<file path="config.mk">
export PLATFORM = sky130hd
export DESIGN_NAME = fifo_rd_drain
export DESIGN_NICKNAME = d
export VERILOG_FILES = /design/src/rtl/fifo_rd_drain.sv
export SDC_FILE = /design/constraint.sdc
export NUM_CORES = 1
export LEC_CHECK = 0
export CORE_MARGIN = 1
export CORE_UTILIZATION = 52
export CTS_BUF_LIST = sky130_fd_sc_hd__clkbuf_16
export DETAILED_ROUTE_END_ITERATION = 10
export MAX_ROUTING_LAYER = met4
export PLACE_DENSITY_LB_ADDON = 0.12
export SYNTH_ARGS = -nofsm -noshare
export SYNTH_HDL_FRONTEND = slang
export SYNTH_SLANG_ARGS = --single-unit
export TNS_END_PERCENT = 100
</file>
<file path="constraint.sdc">
create_clock -name rd_clk -period 2.1 [get_ports rd_clk]
set_input_delay 0.21 -clock rd_clk [delete_from_list [all_inputs] [get_ports rd_clk]]
set_output_delay 0.21 -clock rd_clk [all_outputs]
set_load 0.1 [all_outputs]
</file>
<file path="src/rtl/fifo_rd_drain.sv">
// Read-side drain for the async FIFO: rd_en -> data_out +1 cycle -> skid buffer -> m_valid +2 cycles.
// Reads stop once buffer plus in-flight reach 3, so m_ready never reaches rd_en; flush discards until empty.
module fifo_rd_drain #(
  parameter int DATA_WIDTH = 8,
  parameter int CNT_WIDTH  = 16
) (
  input  logic                  rd_clk,
  input  logic                  rd_rst,
  input  logic                  en,
  input  logic                  flush,
  input  logic                  empty,
  input  logic [DATA_WIDTH-1:0] data_out,
  output logic                  rd_en,
  output logic                  m_valid,
  output logic [DATA_WIDTH-1:0] m_data,
  input  logic                  m_ready,
  output logic                  flush_done,
  output logic                  busy,
  output logic [CNT_WIDTH-1:0]  rd_count
);

  typedef enum logic [1:0] {IDLE, STREAM, FLUSH} state_t;

  state_t                state;
  state_t                state_nxt;
  logic [1:0]            occ;
  logic [1:0]            wr_ptr;
  logic [1:0]            rd_ptr;
  logic                  inflight;
  logic [DATA_WIDTH-1:0] mem [0:2];
  logic                  capture;
  logic                  pop;
  logic                  done_nxt;

  function automatic logic [1:0] ptr_inc(input logic [1:0] p);
    return (p == 2'd2) ? 2'd0 : p + 2'd1;
  endfunction

  always_comb begin
    state_nxt = state;
    rd_en     = 1'b0;
    done_nxt  = 1'b0;
    case (state)
      IDLE: begin
        if (en) state_nxt = STREAM;
      end
      STREAM: begin
        // Reserve a slot for every outstanding read so a capture always fits.
        rd_en = !empty && (({1'b0, occ} + {2'b00, inflight}) < 3'd3);
        if (!en) state_nxt = IDLE;
      end
      FLUSH: begin
        rd_en = !empty;
        if (empty && !inflight) begin
          done_nxt  = 1'b1;
          state_nxt = en ? STREAM : IDLE;
        end
      end
      default: state_nxt = IDLE;
    endcase
    if (flush) begin
      state_nxt = FLUSH;
      done_nxt  = 1'b0;
    end
  end

  assign capture = inflight && (state != FLUSH);
  assign m_valid = (occ != 2'd0);
  assign m_data  = mem[rd_ptr];
  assign pop     = m_valid && m_ready;
  assign busy    = (state == FLUSH) || (occ != 2'd0) || inflight;

  always_ff @(posedge rd_clk or posedge rd_rst) begin
    if (rd_rst) begin
      state      <= IDLE;
      occ        <= 2'd0;
      wr_ptr     <= 2'd0;
      rd_ptr     <= 2'd0;
      inflight   <= 1'b0;
      flush_done <= 1'b0;
      rd_count   <= '0;
      mem[0]     <= '0;
      mem[1]     <= '0;
      mem[2]     <= '0;
    end else begin
      state      <= state_nxt;
      inflight   <= rd_en;
      flush_done <= done_nxt;
      // A pop coinciding with flush still counts as delivered.
      if (pop) rd_count <= rd_count + CNT_WIDTH'(1);
      if (flush) begin
        occ    <= 2'd0;
        wr_ptr <= 2'd0;
        rd_ptr <= 2'd0;
      end else begin
        if (capture) begin
          mem[wr_ptr] <= data_out;
          wr_ptr      <= ptr_inc(wr_ptr);
        end
        if (pop) rd_ptr <= ptr_inc(rd_ptr);
        case ({capture, pop})
          2'b10:   occ <= occ + 2'd1;
          2'b01:   occ <= occ - 2'd1;
          default: occ <= occ;
        endcase
      end
    end
  end

endmodule

</file>
==> run summary, run 1 <==
syn avg cell area: 11.9 um^2
Die Ht: 69.6 um
worst slew pin tran: 404 ps
drt wl/cell: 14.9 um
vias in the first global route: 1685
Overflow after GRT: 0
Mapped Nets: 220
Worst-path clk slew: 60 ps
Synth Warn #: 0
Worst Setup SP: inflight
Antenna Nets Post-Route: 0
Fin. Hold Viols: 0
TritonCTS clock tree: done
CTS Hold Bufs: 0
Critical Path RT: 1890 ps
RR Startpoint: state[0]
Initial Util: 0.541
CP Cell Sequence: ha_2, ha_4, nand2_1, a31oi_2, nor3b_4, buf_12
Slew headroom: 0.730
DP Wirelength: 3.23 mm
GPL Wtd Cong: 0.739
cell family with most CP delay: flip-flops
Buf+Inv Stages, Crit Path: 1
CP arrival: 1780 ps
Final Slew Violations: 0
crit share post-route: 0.948
Placement Setup Slack: 260 ps
Post-route DRC: 0
static leakage: 1.53 nW
# clock sinks: 50
Critical R2R Capture: mem[7]
min-delay worst type: primary input to asynchronous set/reset pin
clock skew: 6.21 ps
# setup viols final: 0
initial antenna violation count: 0
worst-skew pair later-pin latency: 290 ps
slowest stage cell, crit path: dfrtp_1
final wirelength: 4.54 mm
total track usage: 0.213
Tmin final: 1990 ps
# H-tree levels: 2
Final #Nets: 272
die span in x: 69.6 um
Synth Instances: 200
# IOs: 42
Max Freq: 502 MHz
CP Class: flop to output port
global-route wire length before repair: 7.82 mm
core footprint: 4380 um^2
status: completed
maxcap violations: 0
Layout area overhead: 34.2%
synth top area cells: dfrtp_1, mux2_2, mux2_4, mux2i_1, xor2_1
crit path capture type: output port
R2R Setup Slk: 240 ps
Max clock buf depth: 2
VDD IR max: 1170 uV
pin count of the biggest net entering global routing: 24
post-synthesis instance area: 2370 um^2
row cnt: 24
share of the synthesized area in the top cell type: 0.527
hold slack final: 227 ps
RSZ-0062 raised after global routing: no
TritonCTS buffer count: 5
port buffer count: 41
antenna cell count: 0
share of layout cells above drive strength 1: 0.356
Async SR Flop Fraction: 1.00
peak fanout along the critical path: 5
final worst slack: 109 ps
cell type with the highest aggregate area in the netlist: dfrtp_1
drt pass-1 iters: 4
EDFF count, synth: 0
PD cells: 1420 nW/um^2
DR vias/cell: 5.35
library cells used by synthesis: 37
Vias: 1631
Reg2Reg Depth: 5
Startpoint Class: flop
die area: 4840 um^2
clock root buffer: clkbuf_16
Initial DRC Count: 64
sequential area share after synthesis: 0.527
Synth Flop Type: dfrtp_1
#FFs+latches synth: 50
CP max stage delay: 440 ps
[stage by stage]
step	total power [W]	instances	cell area, um^2	utilization	TNS (ps)
2_1_floorplan	0.00294	200	2440	-	-295
3_3_place_gp	0.00365	297	3020	0.689	0
3_5_place_dp	0.00368	297	3020	0.689	0
4_1_cts	0.00457	305	3180	0.726	0
5_1_grt	0.00470	305	3190	0.727	0
6_report	0.00453	305	3190	0.727	0
[cell families after synthesis]
logic type | synth area share
muxes | 0.165
adders and majority gates | 0.0316
buffers and inverters | 0.0216
AOI/OAI and AO/OA | 0.0506
and+or+nand+nor | 0.141
xor gates and xnor gates | 0.0627
DFF | 0.527
[layout make-up]
cell class              instances  area (um^2)
clock buffers                   5          125
clock inverters                 3         37.5
fillers                       301         1200
inverters                       5         18.8
multi-input cells             139         1130
flip-flops and latches         50         1260
well taps                      52         65.1
repair buffers                 51          553
[sequential cells by signal (all words and copies together) (netlist names)]
register / flops
rd_ptr: 2
wr_ptr: 2
mem: 24
occ: 2
flush_done: 1
inflight: 1
state: 2
rd_count: 16
[placed cells by master (no fill, tap or decap), types with 2 or more instances in the layout]
| master | count |
|---|---|
| dfrtp_1 | 45 |
| buf_4 | 27 |
| mux2_2 | 17 |
| nand2_1 | 16 |
| clkdlybuf4s50_1 | 13 |
| nor2_1 | 12 |
| buf_12 | 11 |
| xor2_1 | 9 |
| mux2_4 | 8 |
| nand3_1 | 8 |
| xnor2_1 | 8 |
| mux2i_1 | 8 |
| a21oi_1 | 6 |
| inv_1 | 6 |
| o21ai_2 | 5 |
| clkbuf_16 | 5 |
| dfrtp_2 | 5 |
| and3_1 | 4 |
| ha_1 | 4 |
| o21ai_1 | 3 |
| nor3_1 | 3 |
| nor2b_1 | 3 |
| or3_1 | 2 |
| nand4_1 | 2 |
| nor4_1 | 2 |
| a211oi_1 | 2 |
[report_power, final]
part	leakage (nW)	switching [W]	total (W)	internal, W
Clock	0.0864	0.000325	0.000878	0.000553
Sequential	0.659	0.000146	0.00131	0.00117
Combinational	0.789	0.00153	0.00234	0.000810
Total	1.53	0.00200	0.00453	0.00253
[worst reg2reg max path, stage by stage (launching register included)]
cell and delay (ps):
dfrtp_1 350, inv_1 70, ha_1 220, nand2b_4 160, or4b_4 610, mux2_4 340
[layer usage]
metal / part of all wire / vias to the layer above / GRT usage
li1: - / 804 / -
met1: 0.47 / 785 / 0.277
met2: 0.48 / 34 / 0.331
met3: 0.030 / 8 / 0.0320
met4: 0.021 / 0 / 0.0975
met5: 0 / - / -
[worst max-delay path by stage]
stage                   endpoint  slack, ps  cells past startpoint
floorplan              m_data[0]       -150                      2
global route               rd_en         20                      6
detailed placement        mem[1]        260                      5
finish                     rd_en        110                      6
global placement    rd_count[13]        300                      5
CTS                        rd_en         50                      6
[cell usage after synthesis, types with 2 or more instances]
cell type and instances:
nor4_1 2, a211oi_1 2, inv_1 5, xor2_1 9, mux2_2 17, nor3_1 3, nand4_1 2, nand3_1 8
a21oi_1 6, mux2i_1 8, buf_2 2, dfrtp_1 50, or3_1 2, and3_1 4, xnor2_1 8, mux2_4 8
o21ai_0 8, ha_1 6, nor3b_1 2, clkbuf_1 3, nor2b_1 3, nand2_1 16, nor2_1 12
[repair_timing]
item,CTS,global route
hold endpoints to repair,0,0
setup endpoints to repair,0,1
resized for setup,0,1
buffers inserted,0,0
(Power assumes the default switching activity.)
==> run 2, diff against run 1 <==
--- a/config.mk
+++ b/config.mk
@@ -10,7 +10,7 @@
 export CTS_BUF_LIST = sky130_fd_sc_hd__clkbuf_16
 export DETAILED_ROUTE_END_ITERATION = 10
 export MAX_ROUTING_LAYER = met4
-export PLACE_DENSITY_LB_ADDON = 0.12
+export PLACE_DENSITY_LB_ADDON = 0.25
 export SYNTH_ARGS = -nofsm -noshare
 export SYNTH_HDL_FRONTEND = slang
 export SYNTH_SLANG_ARGS = --single-unit
==> run 2 against run 1 <==
Against the previous run: total power grew 0.79%; global-route usage shrank 0.25 points; core utilization shrank 0.086 points; register-to-register slack is essentially flat; sequential power is essentially flat; cell count shrank 0.33%; clock-buffer cell count is the same; final area shrank 0.12%; non-clock buffer count shrank 1; worst hold slack gained 45 ps; via count grew 2.9%; critical path depth is the same.
==> run summary, run 2 (synthesized netlist as in run 1, its figures left out) <==
total track usage: 0.210
Antenna Nets Post-Route: 0
most frequent cells in the layout: dfrtp_1, buf_4, mux2_2, nand2_1, clkdlybuf4s50_1
status: completed
PD cells: 1440 nW/um^2
clock root buffer: clkbuf_16
RSZ-0062 raised after global routing: no
port buffer count: 41
TNS Setup: 0 ps
Largest regs: mem: 24 flops, rd_count: 16 flops
max reg flops: 24
maxcap violations: 0
CP Cell Sequence: ha_2, ha_4, nand2_1, a31oi_2, nor3b_4, buf_12
post-CTS setup buffer count: 0
Die Ht: 69.6 um
Layout area overhead: 34.1%
Startpoint Class: flop
CP arrival: 1790 ps
M2 GR Usage: 0.327
static leakage: 1.53 nW
antenna cell count: 0
global-route wire length before repair: 7.69 mm
Vias: 1679
Final #Nets: 271
CP Class: flop to output port
core footprint: 4380 um^2
Max Freq: 500 MHz
TritonCTS clock tree: done
Inst Count DP: 296
Initial DRC Count: 138
DR vias/cell: 5.52
Slew headroom: 0.747
Top Usage Layer GRT: met2
row cnt: 24
Worst-path clk slew: 70 ps
Overflow after GRT: 0
crit path capture type: output port
min-delay worst type: primary input to asynchronous set/reset pin
die span in x: 69.6 um
clock skew: 8.74 ps
Post-route DRC: 0
TritonCTS buffer count: 5
die area: 4840 um^2
worst slew pin tran: 378 ps
Final Slew Violations: 0
Max clock buf depth: 2
Tmin final: 2000 ps
initial antenna violation count: 0
Top reg by flops: mem
worst-skew pair later-pin latency: 290 ps
DP Wirelength: 3.17 mm
crit share post-route: 0.952
# H-tree levels: 2
Critical Path RT: 1890 ps
CP max stage delay: 450 ps
drt pass-1 iters: 4
GPL Wtd Cong: 0.773
GR met3 Demand/Resource: 0.0523
Buf+Inv Stages, Crit Path: 1
peak fanout along the critical path: 5
Non-Filler Instances: 304
# setup viols final: 0
Fin. Hold Viols: 0
# clock sinks: 50
# IOs: 42
vias in the first global route: 1626
CTS Hold Bufs: 0
final wirelength: 4.53 mm
slowest stage cell, crit path: dfrtp_2
M1 GR Usage: 0.273
share of layout cells above drive strength 1: 0.365
VDD IR max: 1130 uV
cell family with most CP delay: flip-flops
commonest non-fill, non-tap cell in the layout: dfrtp_1
Initial Util: 0.541
pin count of the biggest net entering global routing: 51
drt wl/cell: 14.9 um
## run 2: repair_timing
action | CTS | global route
resized for setup | 0 | 2
endpoints found under the setup margin | 0 | 1
hold endpoints to repair | 0 | 0
## run 2: routing by layer
layer / vias up / share of wire
met1: 839 / 0.45
met4: 0 / 0.013
met3: 5 / 0.035
li1: 801 / -
met5: - / 0
met2: 34 / 0.50
## run 2: area by class of cell
type                            instances  area (um^2)
Sequential cell                        50         1260
Fill cell                             323         1200
Multi-Input combinational cell        139         1130
Timing Repair Buffer                   50          546
Clock buffer                            5          125
Tap cell                               52         65.1
Clock inverter                          3         40.0
Inverter                                5         18.8
## run 2: final timing paths
path / depth (start not counted) / endpoint / slack, ps / startpoint
worst max-delay path: 6 / rd_en / 100 / inflight
worst min-delay path: 3 / mem[14] / 270 / rd_rst
worst max register to register: 5 / mem[5] / 240 / state[0]
worst min register to register: 1 / rd_count[15] / 490 / rd_count[15]
max in group asynchronous: 3 / inflight / 1580 / rd_rst
min in group rd_clk: 1 / rd_count[15] / 490 / rd_count[15]
## run 2: power by group
part | internal (W) | switching (W) | leakage, nW
Clock | 0.000558 | 0.000346 | 0.0836
Sequential | 0.00117 | 0.000147 | 0.658
Combinational | 0.000809 | 0.00154 | 0.784
## run 2: metrics by stage
stage               cell area (um^2)  setup slack [ps]  hold WS (ps)  utilization  power, W
floorplan                       2440              -147           292            -   0.00294
global placement                3010               295           474        0.688   0.00365
detailed placement              3010               245           478        0.688   0.00369
CTS                             3180              70.1           284        0.725   0.00459
global route                    3180              15.9           318        0.726   0.00474
finish                          3180              99.9           271        0.726   0.00457
## run 2: tightest hold or removal path: cells and delay by family
family	cells	cell delay [ps]
buffers and inverters	3	730
==> run 3, diff against run 2 <==
--- a/config.mk
+++ b/config.mk
@@ -6,7 +6,7 @@
 export NUM_CORES = 1
 export LEC_CHECK = 0
 export CORE_MARGIN = 1
-export CORE_UTILIZATION = 52
+export CORE_UTILIZATION = 56
 export CTS_BUF_LIST = sky130_fd_sc_hd__clkbuf_16
 export DETAILED_ROUTE_END_ITERATION = 10
 export MAX_ROUTING_LAYER = met4
==> constraint.sdc (replaced) <==
create_clock -name rd_clk -period 2.5 [get_ports rd_clk]
set_input_delay 0.25 -clock rd_clk [delete_from_list [all_inputs] [get_ports rd_clk]]
set_output_delay 0.25 -clock rd_clk [all_outputs]
set_load 0.1 [all_outputs]
==> run 3 against run 2 <==
Against the previous run: sequential share of layout area rose by 0.91 points; die area fell by 6.9%; combinational power fell by 21%; critical path depth did not move; global-route usage rose by 2.2 points; clock power fell by 4.4%; sequential cell count did not move; clock skew fell by 2.5 ps; clock-buffer cell count did not move; critical path type unchanged; largest power group unchanged.
==> run summary, run 3 (synthesized netlist as in run 1, its figures left out) <==
slowest stage cell, crit path: dfrtp_1
Max Freq: 468 MHz
global-route wire length before repair: 7.34 mm
initial antenna violation count: 0
die area: 4500 um^2
post-CTS setup buffer count: 0
final worst slack: 365 ps
total track usage: 0.233
clock skew: 6.22 ps
CTS Hold Bufs: 0
Worst-path clk slew: 70 ps
DP Wirelength: 3.19 mm
VDD IR max: 1050 uV
TritonCTS clock tree: done
met3 routed WL: 142 um
final wirelength: 4.57 mm
Fin. Hold Viols: 0
PD cells: 1240 nW/um^2
most frequent CP cell: ha_1
Antenna Nets Post-Route: 0
Post-route DRC: 0
Layout area overhead: 30.3%
total power: 0.00383 W
drt wl/cell: 15.4 um
CP arrival: 1890 ps
TNS Setup: 0 ps
peak fanout along the critical path: 7
core footprint: 4030 um^2
Startpoint Class: flop
# clock sinks: 50
Non-Filler Instances: 297
drt pass-1 iters: 4
crit path capture type: output port
Slew headroom: 0.583
Largest regs: mem: 24 flops, rd_count: 16 flops
crit share post-route: 0.854
cell family with most CP delay: adder cells
port buffer count: 41
Fill cells: 267
DR vias/cell: 5.57
Vias: 1655
min-delay worst type: primary input to asynchronous set/reset pin
pin count of the biggest net entering global routing: 27
RSZ-0062 raised after global routing: no
Tmin final: 2140 ps
CP Class: flop to output port
Final Slew Violations: 0
storage element area: 1250 um^2
antenna cell count: 0
commonest non-fill, non-tap cell in the layout: dfrtp_1
most frequent cells in the layout: dfrtp_1, buf_4, mux2_2, nand2_1, clkdlybuf4s50_1
# IOs: 42
highest routed layer: met4
Die Ht: 67.1 um
area taken by multi-input logic gates: 1080 um^2
final core occ: 0.767
Max clock buf depth: 2
# H-tree levels: 2
CP Cell Sequence: ha_1, ha_1, nand2_1, a31oi_1, nor3b_4, buf_12
static leakage: 1.50 nW
Buf+Inv Stages, Crit Path: 1
vias in the first global route: 1600
worst slew pin tran: 625 ps
row cnt: 23
clock root buffer: clkbuf_16
max reg flops: 24
Inst Count DP: 289
maxcap violations: 0
Critical Path RT: 2250 ps
Final #Nets: 266
Top reg by flops: mem
GPL Wtd Cong: 0.758
TritonCTS buffer count: 5
status: completed
worst-skew pair later-pin latency: 280 ps
Overflow after GRT: 0
metal2 WL: 2.23 mm
die span in x: 67.1 um
wire length on met1: 2.12 mm
Initial Util: 0.589
Resized cells post-CTS: 0
share of layout cells above drive strength 1: 0.291
Initial DRC Count: 111
Placement Setup Slack: 570 ps
CP max stage delay: 450 ps
# setup viols final: 0
## run 3: changes by cell type in the layout (fill, tap and decap cells not counted), moves of 3 or more
cell,before,now
buf_4,26,23
o21ai_2,5,0
dfrtp_1,44,50
o21ai_1,3,6
dfrtp_2,6,0
## run 3: final timing paths
kind                               from           end  slack, ps  depth (start not counted)
setup / recovery                 occ[0]         rd_en        360                          6
hold / removal                   rd_rst      inflight        320                          2
setup reg to reg               state[0]        mem[7]        560                          5
hold reg to reg            rd_count[15]  rd_count[15]        470                          1
max in group asynchronous        rd_rst     rd_ptr[1]       1650                          3
min in group rd_clk        rd_count[15]  rd_count[15]        470                          1
## run 3: metal layers
layer / vias up / track usage
met5: - / -
met4: 0 / 0.104
met3: 8 / 0.0479
met2: 33 / 0.360
met1: 826 / 0.293
li1: 788 / -
## run 3: report_power, final
group	internal, W	leakage (nW)	switching, W	total [W]
Sequential	0.000971	0.666	0.000141	0.00111
Combinational	0.000597	0.744	0.00126	0.00186
Clock	0.000575	0.0940	0.000289	0.000863
Total	0.00214	1.50	0.00169	0.00383
## run 3: layout make-up
| type | count | area share |
|---|---|---|
| Inverter | 5 | 0.00607 |
| Clock inverter | 3 | 0.0223 |
| Tap cell | 50 | 0.0202 |
| Timing Repair Buffer | 45 | 0.156 |
| Multi-Input combinational cell | 139 | 0.350 |
| Sequential cell | 50 | 0.405 |
| Clock buffer | 5 | 0.0405 |
## run 3: stage by stage
step	cell area, um^2	hold slack (ps)
floorplan	2380	332
global placement	2900	460
detailed placement	2900	466
CTS	3090	346
global route	3090	384
finish	3090	324
